===== src/rtl/vga_native_arbiter_if.sv =====
`default_nettype none
// ============================================================================
// Module   : vga_native_arbiter_if
// Brief    : Two requester ports plus single-port memory command/response
//            bundle for the VGA native-bus arbiter.
// Revision : 1.0 - initial release
// ============================================================================
interface vga_native_arbiter_if #(
    parameter int ADDR_WIDTH = 8,
    parameter int DATA_WIDTH = 32
);
    logic                  p0_req_i;
    logic                  p0_we_i;
    logic [ADDR_WIDTH-1:0] p0_addr_i;
    logic [DATA_WIDTH-1:0] p0_wdata_i;
    logic                  p0_gnt_o;
    logic                  p0_rvalid_o;
    logic [DATA_WIDTH-1:0] p0_rdata_o;

    logic                  p1_req_i;
    logic                  p1_we_i;
    logic [ADDR_WIDTH-1:0] p1_addr_i;
    logic [DATA_WIDTH-1:0] p1_wdata_i;
    logic                  p1_gnt_o;
    logic                  p1_rvalid_o;
    logic [DATA_WIDTH-1:0] p1_rdata_o;

    logic                  mem_en_o;
    logic                  mem_we_o;
    logic [ADDR_WIDTH-1:0] mem_addr_o;
    logic [DATA_WIDTH-1:0] mem_wdata_o;
    logic [DATA_WIDTH-1:0] mem_rdata_i;

    // Arbiter side
    modport slave (
        input  p0_req_i, p0_we_i, p0_addr_i, p0_wdata_i,
        output p0_gnt_o, p0_rvalid_o, p0_rdata_o,
        input  p1_req_i, p1_we_i, p1_addr_i, p1_wdata_i,
        output p1_gnt_o, p1_rvalid_o, p1_rdata_o,
        output mem_en_o, mem_we_o, mem_addr_o, mem_wdata_o,
        input  mem_rdata_i
    );

    // Requesters and memory side
    modport master (
        output p0_req_i, p0_we_i, p0_addr_i, p0_wdata_i,
        input  p0_gnt_o, p0_rvalid_o, p0_rdata_o,
        output p1_req_i, p1_we_i, p1_addr_i, p1_wdata_i,
        input  p1_gnt_o, p1_rvalid_o, p1_rdata_o,
        input  mem_en_o, mem_we_o, mem_addr_o, mem_wdata_o,
        output mem_rdata_i
    );
endinterface
`default_nettype wire


===== src/rtl/vga_native_arbiter.sv =====
`default_nettype none
// ============================================================================
// Module   : vga_native_arbiter
// Brief    : Two-port arbiter in front of a single-port memory with one-cycle
//            read latency. Define VGA_NATIVE_ARB_RR_EN for round-robin;
//            otherwise p1 (display fetch) has fixed priority.
// Revision : 1.0 - initial release
// ============================================================================
module vga_native_arbiter #(
    parameter int ADDR_WIDTH = 8,
    parameter int DATA_WIDTH = 32
) (
    input  wire logic           clk_i,
    input  wire logic           arst_n_i,
    vga_native_arbiter_if.slave bus
);

    logic                  w_gnt0;
    logic                  w_gnt1;
    logic                  w_mem_we;
    logic [ADDR_WIDTH-1:0] w_mem_addr;
    logic [DATA_WIDTH-1:0] w_mem_wdata;
    logic                  r_rd_pend0;
    logic                  r_rd_pend1;
    logic                  w_rvalid0;
    logic                  w_rvalid1;

`ifdef VGA_NATIVE_ARB_RR_EN
    // Pointer holds the index of the last granted port; 1 lets p0 win first.
    localparam logic c_ptr_rst = 1'b1;
    logic r_last;

    always_ff @(posedge clk_i) begin
        if (!arst_n_i) begin
            r_last <= c_ptr_rst;
        end else if (w_gnt0 || w_gnt1) begin
            r_last <= w_gnt1;
        end
    end
`endif

    always_comb begin
        w_gnt0 = 1'b0;
        w_gnt1 = 1'b0;
        if (arst_n_i) begin
            if (bus.p0_req_i && bus.p1_req_i) begin
`ifdef VGA_NATIVE_ARB_RR_EN
                w_gnt0 = r_last;
                w_gnt1 = ~r_last;
`else
                w_gnt1 = 1'b1;
`endif
            end else begin
                w_gnt0 = bus.p0_req_i;
                w_gnt1 = bus.p1_req_i;
            end
        end
    end

    always_comb begin
        w_mem_we    = 1'b0;
        w_mem_addr  = '0;
        w_mem_wdata = '0;
        if (w_gnt0) begin
            w_mem_we    = bus.p0_we_i;
            w_mem_addr  = bus.p0_addr_i;
            w_mem_wdata = bus.p0_wdata_i;
        end else if (w_gnt1) begin
            w_mem_we    = bus.p1_we_i;
            w_mem_addr  = bus.p1_addr_i;
            w_mem_wdata = bus.p1_wdata_i;
        end
    end

    always_ff @(posedge clk_i) begin
        if (!arst_n_i) begin
            r_rd_pend0 <= 1'b0;
            r_rd_pend1 <= 1'b0;
        end else begin
            r_rd_pend0 <= w_gnt0 & ~bus.p0_we_i;
            r_rd_pend1 <= w_gnt1 & ~bus.p1_we_i;
        end
    end

    // Gating with reset kills a response whose grant preceded a reset cycle.
    assign w_rvalid0 = r_rd_pend0 & arst_n_i;
    assign w_rvalid1 = r_rd_pend1 & arst_n_i;

    assign bus.p0_gnt_o    = w_gnt0;
    assign bus.p1_gnt_o    = w_gnt1;
    assign bus.p0_rvalid_o = w_rvalid0;
    assign bus.p1_rvalid_o = w_rvalid1;
    assign bus.p0_rdata_o  = w_rvalid0 ? bus.mem_rdata_i : '0;
    assign bus.p1_rdata_o  = w_rvalid1 ? bus.mem_rdata_i : '0;

    assign bus.mem_en_o    = w_gnt0 | w_gnt1;
    assign bus.mem_we_o    = w_mem_we;
    assign bus.mem_addr_o  = w_mem_addr;
    assign bus.mem_wdata_o = w_mem_wdata;

endmodule
`default_nettype wire

===== src/flat_wrapper.sv =====
// flat-port wrapper written by rule: the top's interface ports become plain ports
module vga_native_arbiter_flat 
#(
    parameter int ADDR_WIDTH = 8,
    parameter int DATA_WIDTH = 32
)
  (clk_i, arst_n_i, bus_p0_req_i, bus_p0_we_i, bus_p0_addr_i, bus_p0_wdata_i, bus_p0_gnt_o, bus_p0_rvalid_o, bus_p0_rdata_o, bus_p1_req_i, bus_p1_we_i, bus_p1_addr_i, bus_p1_wdata_i, bus_p1_gnt_o, bus_p1_rvalid_o, bus_p1_rdata_o, bus_mem_en_o, bus_mem_we_o, bus_mem_addr_o, bus_mem_wdata_o, bus_mem_rdata_i);
  vga_native_arbiter_if #(.ADDR_WIDTH(ADDR_WIDTH), .DATA_WIDTH(DATA_WIDTH)) bus_i ();
  input  wire logic clk_i;
  input  wire logic arst_n_i;
  input wire logic [$bits(bus_i.p0_req_i)-1:0] bus_p0_req_i;
  input wire logic [$bits(bus_i.p0_we_i)-1:0] bus_p0_we_i;
  input wire logic [$bits(bus_i.p0_addr_i)-1:0] bus_p0_addr_i;
  input wire logic [$bits(bus_i.p0_wdata_i)-1:0] bus_p0_wdata_i;
  output wire logic [$bits(bus_i.p0_gnt_o)-1:0] bus_p0_gnt_o;
  output wire logic [$bits(bus_i.p0_rvalid_o)-1:0] bus_p0_rvalid_o;
  output wire logic [$bits(bus_i.p0_rdata_o)-1:0] bus_p0_rdata_o;
  input wire logic [$bits(bus_i.p1_req_i)-1:0] bus_p1_req_i;
  input wire logic [$bits(bus_i.p1_we_i)-1:0] bus_p1_we_i;
  input wire logic [$bits(bus_i.p1_addr_i)-1:0] bus_p1_addr_i;
  input wire logic [$bits(bus_i.p1_wdata_i)-1:0] bus_p1_wdata_i;
  output wire logic [$bits(bus_i.p1_gnt_o)-1:0] bus_p1_gnt_o;
  output wire logic [$bits(bus_i.p1_rvalid_o)-1:0] bus_p1_rvalid_o;
  output wire logic [$bits(bus_i.p1_rdata_o)-1:0] bus_p1_rdata_o;
  output wire logic [$bits(bus_i.mem_en_o)-1:0] bus_mem_en_o;
  output wire logic [$bits(bus_i.mem_we_o)-1:0] bus_mem_we_o;
  output wire logic [$bits(bus_i.mem_addr_o)-1:0] bus_mem_addr_o;
  output wire logic [$bits(bus_i.mem_wdata_o)-1:0] bus_mem_wdata_o;
  input wire logic [$bits(bus_i.mem_rdata_i)-1:0] bus_mem_rdata_i;
  assign bus_i.p0_req_i = bus_p0_req_i;
  assign bus_i.p0_we_i = bus_p0_we_i;
  assign bus_i.p0_addr_i = bus_p0_addr_i;
  assign bus_i.p0_wdata_i = bus_p0_wdata_i;
  assign bus_p0_gnt_o = bus_i.p0_gnt_o;
  assign bus_p0_rvalid_o = bus_i.p0_rvalid_o;
  assign bus_p0_rdata_o = bus_i.p0_rdata_o;
  assign bus_i.p1_req_i = bus_p1_req_i;
  assign bus_i.p1_we_i = bus_p1_we_i;
  assign bus_i.p1_addr_i = bus_p1_addr_i;
  assign bus_i.p1_wdata_i = bus_p1_wdata_i;
  assign bus_p1_gnt_o = bus_i.p1_gnt_o;
  assign bus_p1_rvalid_o = bus_i.p1_rvalid_o;
  assign bus_p1_rdata_o = bus_i.p1_rdata_o;
  assign bus_mem_en_o = bus_i.mem_en_o;
  assign bus_mem_we_o = bus_i.mem_we_o;
  assign bus_mem_addr_o = bus_i.mem_addr_o;
  assign bus_mem_wdata_o = bus_i.mem_wdata_o;
  assign bus_i.mem_rdata_i = bus_mem_rdata_i;
  vga_native_arbiter #(.ADDR_WIDTH(ADDR_WIDTH), .DATA_WIDTH(DATA_WIDTH)) u_core (.clk_i(clk_i), .arst_n_i(arst_n_i), .bus(bus_i));
endmodule

===== config.mk =====
export PLATFORM = sky130hd
export DESIGN_NAME = vga_native_arbiter_flat
export DESIGN_NICKNAME = d
export VERILOG_FILES = /design/src/rtl/vga_native_arbiter_if.sv /design/src/rtl/vga_native_arbiter.sv /design/src/flat_wrapper.sv
export SDC_FILE = /design/constraint.sdc
export NUM_CORES = 1
export LEC_CHECK = 0
export ABC_AREA = 1
export ABC_CLOCK_PERIOD_IN_PS = 800
export CORE_AREA = 3 3 87 89
export DETAILED_ROUTE_END_ITERATION = 16
export DIE_AREA = 0 0 90 92
export GPL_TIMING_DRIVEN = 0
export PLACE_DENSITY = 0.74
export SLEW_MARGIN = 20
export SYNTH_ARGS = -nofsm -noshare
export SYNTH_HDL_FRONTEND = slang
export SYNTH_SLANG_ARGS = --single-unit

===== constraint.sdc =====
create_clock -name clk_i -period 0.8 [get_ports clk_i]
set_input_delay 0.16 -clock clk_i [delete_from_list [all_inputs] [get_ports clk_i]]
set_output_delay 0.16 -clock clk_i [all_outputs]
set_load 0.005 [all_outputs]

# --- Yosys cells after proc, flatten, opt, wreduce, memory -nomap -nowiden ---
# Cells that the tools add are included.
totals:
  regBits: 2
  latchBits: 0
  mem_bits_rw: 0
  rom_bits: 0
  out_inout_bits: 110
  wordCells: 22
  memories: 0
classes:
  addsub: 0
  n_mul: 0
  div_mod_pow: 0
  n_lt_le_gt_ge: 0
  eq_ne: 0
  n_shift: 0
  n_mux: 12
  bitwise: 7
  n_reduce_logical: 1
op_table:
  columns: ["cell", "count"]
  rows:
  - ["two-way mux 32 bit", 4]
  - ["two-way mux 8 bit", 2]
  - ["two-way mux 1 bit", 6]
  - ["AND 1 bit", 4]
  - ["NOT 1 bit", 2]
  - ["logical AND 1 bit", 1]
  - ["bitwise OR 1 bit", 1]

# --- Depth between registers and ports, before layout ---
depth:
  depth_word: 5
  mapped_depth: 6
  mapped_depth_nobuf: 4

# --- Worst setup path before layout ---
# Ideal clock, no wire load.
synth_path:
  path_type: "input port to output port"
  from: "in arst_n_i"
  to: "out bus_mem_wdata_o[22]"
  arrival_time_ns: 0.691
  required_ns: 0.640
  setup_slack_ns: -0.051
  stages: 6
  n_path_buf: 2
  cell_sequence: "buf_4 > nand2_2 > inv_2 > buf_4 > nand2_1 > nand2_1"
synth_via:
  elab_chain_len: 3
  elab_cells_between_ends: 4
synth_lines:
  columns: ["element", "line_no", "rtl"]
  rows:
  - ["start: declaration", "flat_wrapper.sv:10", "input wire logic arst_n_i;"]
  - ["two-way mux 1 bit", "vga_native_arbiter.sv:45", "if (arst_n_i) begin"]
  - ["named net bus_p1_gnt_o", "flat_wrapper.sv:22", "output wire logic [$bits(bus_i.p1_gnt_o)-1:0] bus_p1_gnt_o;"]
  - ["two-way mux 32 bit", "vga_native_arbiter.sv:68", "end else if (w_gnt1) begin"]
  - ["two-way mux 32 bit", "vga_native_arbiter.sv:64", "if (w_gnt0) begin"]
  - ["end: declaration", "flat_wrapper.sv:28", "output wire logic [$bits(bus_i.mem_wdata_o)-1:0] bus_mem_wdata_o;"]
# The timed path passes the listed nets, and every way through them passes these cells.

# --- Worst setup path in the final report ---
layout_path:
  from: "reg u_core.r_rd_pend0"
  to: "out bus_p0_rdata_o[6]"
layout_via:
  elab_chain_len: 2
layout_lines:
  columns: ["element", "line_no", "rtl"]
  rows:
  - ["start: declaration", "vga_native_arbiter.sv:23", "logic r_rd_pend0;"]
  - ["start signal: assignment", "vga_native_arbiter.sv:80", "r_rd_pend0 <= w_gnt0 & ~bus.p0_we_i;"]
  - ["AND 1 bit", "vga_native_arbiter.sv:86", "assign w_rvalid0 = r_rd_pend0 & arst_n_i;"]
  - ["two-way mux 32 bit", "vga_native_arbiter.sv:93", "assign bus.p0_rdata_o = w_rvalid0 ? bus.mem_rdata_i : '0;"]
  - ["end: declaration", "flat_wrapper.sv:17", "output wire logic [$bits(bus_i.p0_rdata_o)-1:0] bus_p0_rdata_o;"]
# Every way passes these cells.

==> run metrics <==
Cell Chain, Critical Path=nand2_4, buf_12, buf_8, nor2_4, buf_6; HP Class=input port to flop; Data arrival, critical path=1.08 ns; cell count after synthesis=257; hold path start=bus_p1_req_i; WS Path Type=flop to output pin; crit-path max cell delay=0.32 ns; fin. max-slew vios=0; Mean Syn Cell Area=4.460 µm²; Slew headroom=0.8879; period utilisation layout=1.548; cell row count=30; most frequent cell after synthesis=nand2_1; drt initial violations=41; cts hold-fix bufs=0; Final Hold Fails=0; critical path endpoint category=output pin; Hold WS=0.2178 ns; Hold EP=u_core.r_rd_pend1; Detail Placement HPWL=6484 µm; WL final=8778 µm; routed len/inst=14.16 µm; Worst path slowest cell=dfxtp_2; vias in the first global route=2,703; area post-placement=3565 µm²; critical path fanouts, max=5; Root Buffer=clkbuf_8; VDD IR max=0.4967 mV; GRT overflow=0; Initial Utilization=0.1678; Synth Register Bits=2; Final setup violation count=108; Reg clk slew, reported paths=0.03 ns; Syn-to-layout area delta=249.9%; failing checks=negative setup slack; EDFF count, synth=0; Max clock buf depth=2; max_cap viols=0; vias per cell=4.455; initial antenna violation count=0; register area share after synthesis=0.03493; CTS tree=done; fin crit period=1.238 ns; top-area cell type share of the netlist area=0.2817; first-pass GRT wire length=12,900 µm; ant diodes=0; gr usage total=0.1856; Die H=92 µm; share of layout cells above drive strength 1=0.5115; Worst EP required=0.64 ns; RD Place Congestion=0.8384; Synth Net Count=375; worst setup margin=-0.4381 ns; H-Tree Depth=1; ys async rst share=0; Die X=90 µm; area leader, netlist=nand2_1; Hold Path Depth=3; clock buffer count from CTS=3; Synth area leaders=nand2_1 (28%), nand4_1 (22%), nor2_1 (22%); largest net degree at the start of global routing=11; Post-DRT Antenna Nets=0; Synth Flop Type=dfxtp_1; DRC=0; Synth Cell Area=1146 µm²; worst slew pin tran=0.1669 ns; drt pass-1 iters=4; PwrDens=517.5 nW/µm²; Synth Warn #=0; Fmax=807.7 MHz; vias=2,762; Synth cell types=10; leakage=2.363 nW; core area=6832 µm²; IO buf count=225; RSZ-0062 raised after global routing=yes; Finished Cell Area=4010 µm²; Post-synth top cells=nand2_1 (86), nor2_1 (66), nand4_1 (41); outcome=finished, violations left; Die ar.=8280 µm²; Sinks on Clock Net=2; I/O pin total=228; crit start category=flop; Final nets=644
[layout make-up]
cell class | instances | area (µm²)
tap | 96 | 120.1
clock buffer | 3 | 41.29
inverter | 36 | 160.2
timing repair inverter | 1 | 11.26
sequential | 2 | 42.54
fill | 697 | 2821
timing repair buffer | 265 | 2197
multi-input combinational | 195 | 1150
buffer | 22 | 287.8
[worst max-delay path by stage]
stage | endpoint | startpoint | depth (start not counted) | slack [ns]
after floorplan | bus_p0_rdata_o[21] | u_core.r_rd_pend0 | 3 | -0.006
after global placement | bus_mem_wdata_o[8] | bus_p1_req_i | 6 | -1.19
after detailed placement | bus_mem_wdata_o[8] | bus_p1_req_i | 6 | -1.23
after CTS | bus_p1_rdata_o[24] | u_core.r_rd_pend1 | 5 | -0.46
after global routing | bus_p1_rdata_o[26] | u_core.r_rd_pend1 | 5 | -0.49
final | bus_p0_rdata_o[6] | u_core.r_rd_pend0 | 5 | -0.44
[report_power, final]
part           internal (mW)  switching (mW)
Clock                  0.319          0.0845
Sequential             0.105         0.00257
Combinational          0.923           0.642
Total                   1.35           0.729
[layer usage]
metal	up-vias	global-route usage	part of all wire
li1	1341	-	-
met1	1232	0.1816	0.34
met2	163	0.3659	0.53
met3	26	0.05989	0.098
met4	0	0.05867	0.030
met5	-	0	0
[what timing repair did]
action,CTS,global route
gates cloned,9,3
buffers inserted,21,11
pin swaps,101,60
setup endpoints to repair,110,109
resized for setup,621,105
[per-stage QoR]
stage	std cells	utilization	setup TNS [ns]	power, mW	setup slack [ns]
detailed placement	578	0.5218	-92.47	1.485	-1.231
finish	620	0.5870	-34.78	2.075	-0.4381
CTS	610	0.5212	-32.88	1.886	-0.4592
global placement	578	0.5218	-90.36	1.466	-1.194
global route	620	0.5870	-39.35	2.206	-0.4900
floorplan	257	-	-0.1815	0.4888	-0.006268
[registers in the layout, summed over array words and instances, names as in the netlist]
signal	cells
u_core.r_rd_pend1	1
u_core.r_rd_pend0	1
[critical path: cells and delay by family (launching register included)]
kind	cells	cell delay [ns]
flip-flops	1	0.32
AND/OR/NAND/NOR	2	0.18
buffers and inverters	3	0.37
[cells by family (layout without fill, tap and decap cells)]
family / count (synthesis) / in the layout / share of synthesized area
flip-flops: 2 / 2 / 0.03494
AND/OR/NAND/NOR: 195 / 195 / 0.7314
buffers and inverters: 60 / 327 / 0.2336
[placed cells by master (no fill, tap or decap), types with 2 or more instances in the layout]
cell	synthesis	routed
buf_8	0	13
nor2_4	0	11
buf_6	0	41
buf_4	5	7
nand2_1	86	40
dlymetal6s2s_1	0	2
nand2_4	0	6
nor2_1	66	27
clkbuf_16	0	2
nand4_1	41	41
buf_2	19	101
nand2_2	1	40
buf_12	0	7
dlygate4sd2_1	0	66
inv_1	35	33
clkdlybuf4s50_1	0	46
dfxtp_2	0	2
nor2_2	0	28
clkbuf_8	0	3
Note: power is estimated with default switching activity, not from simulation.
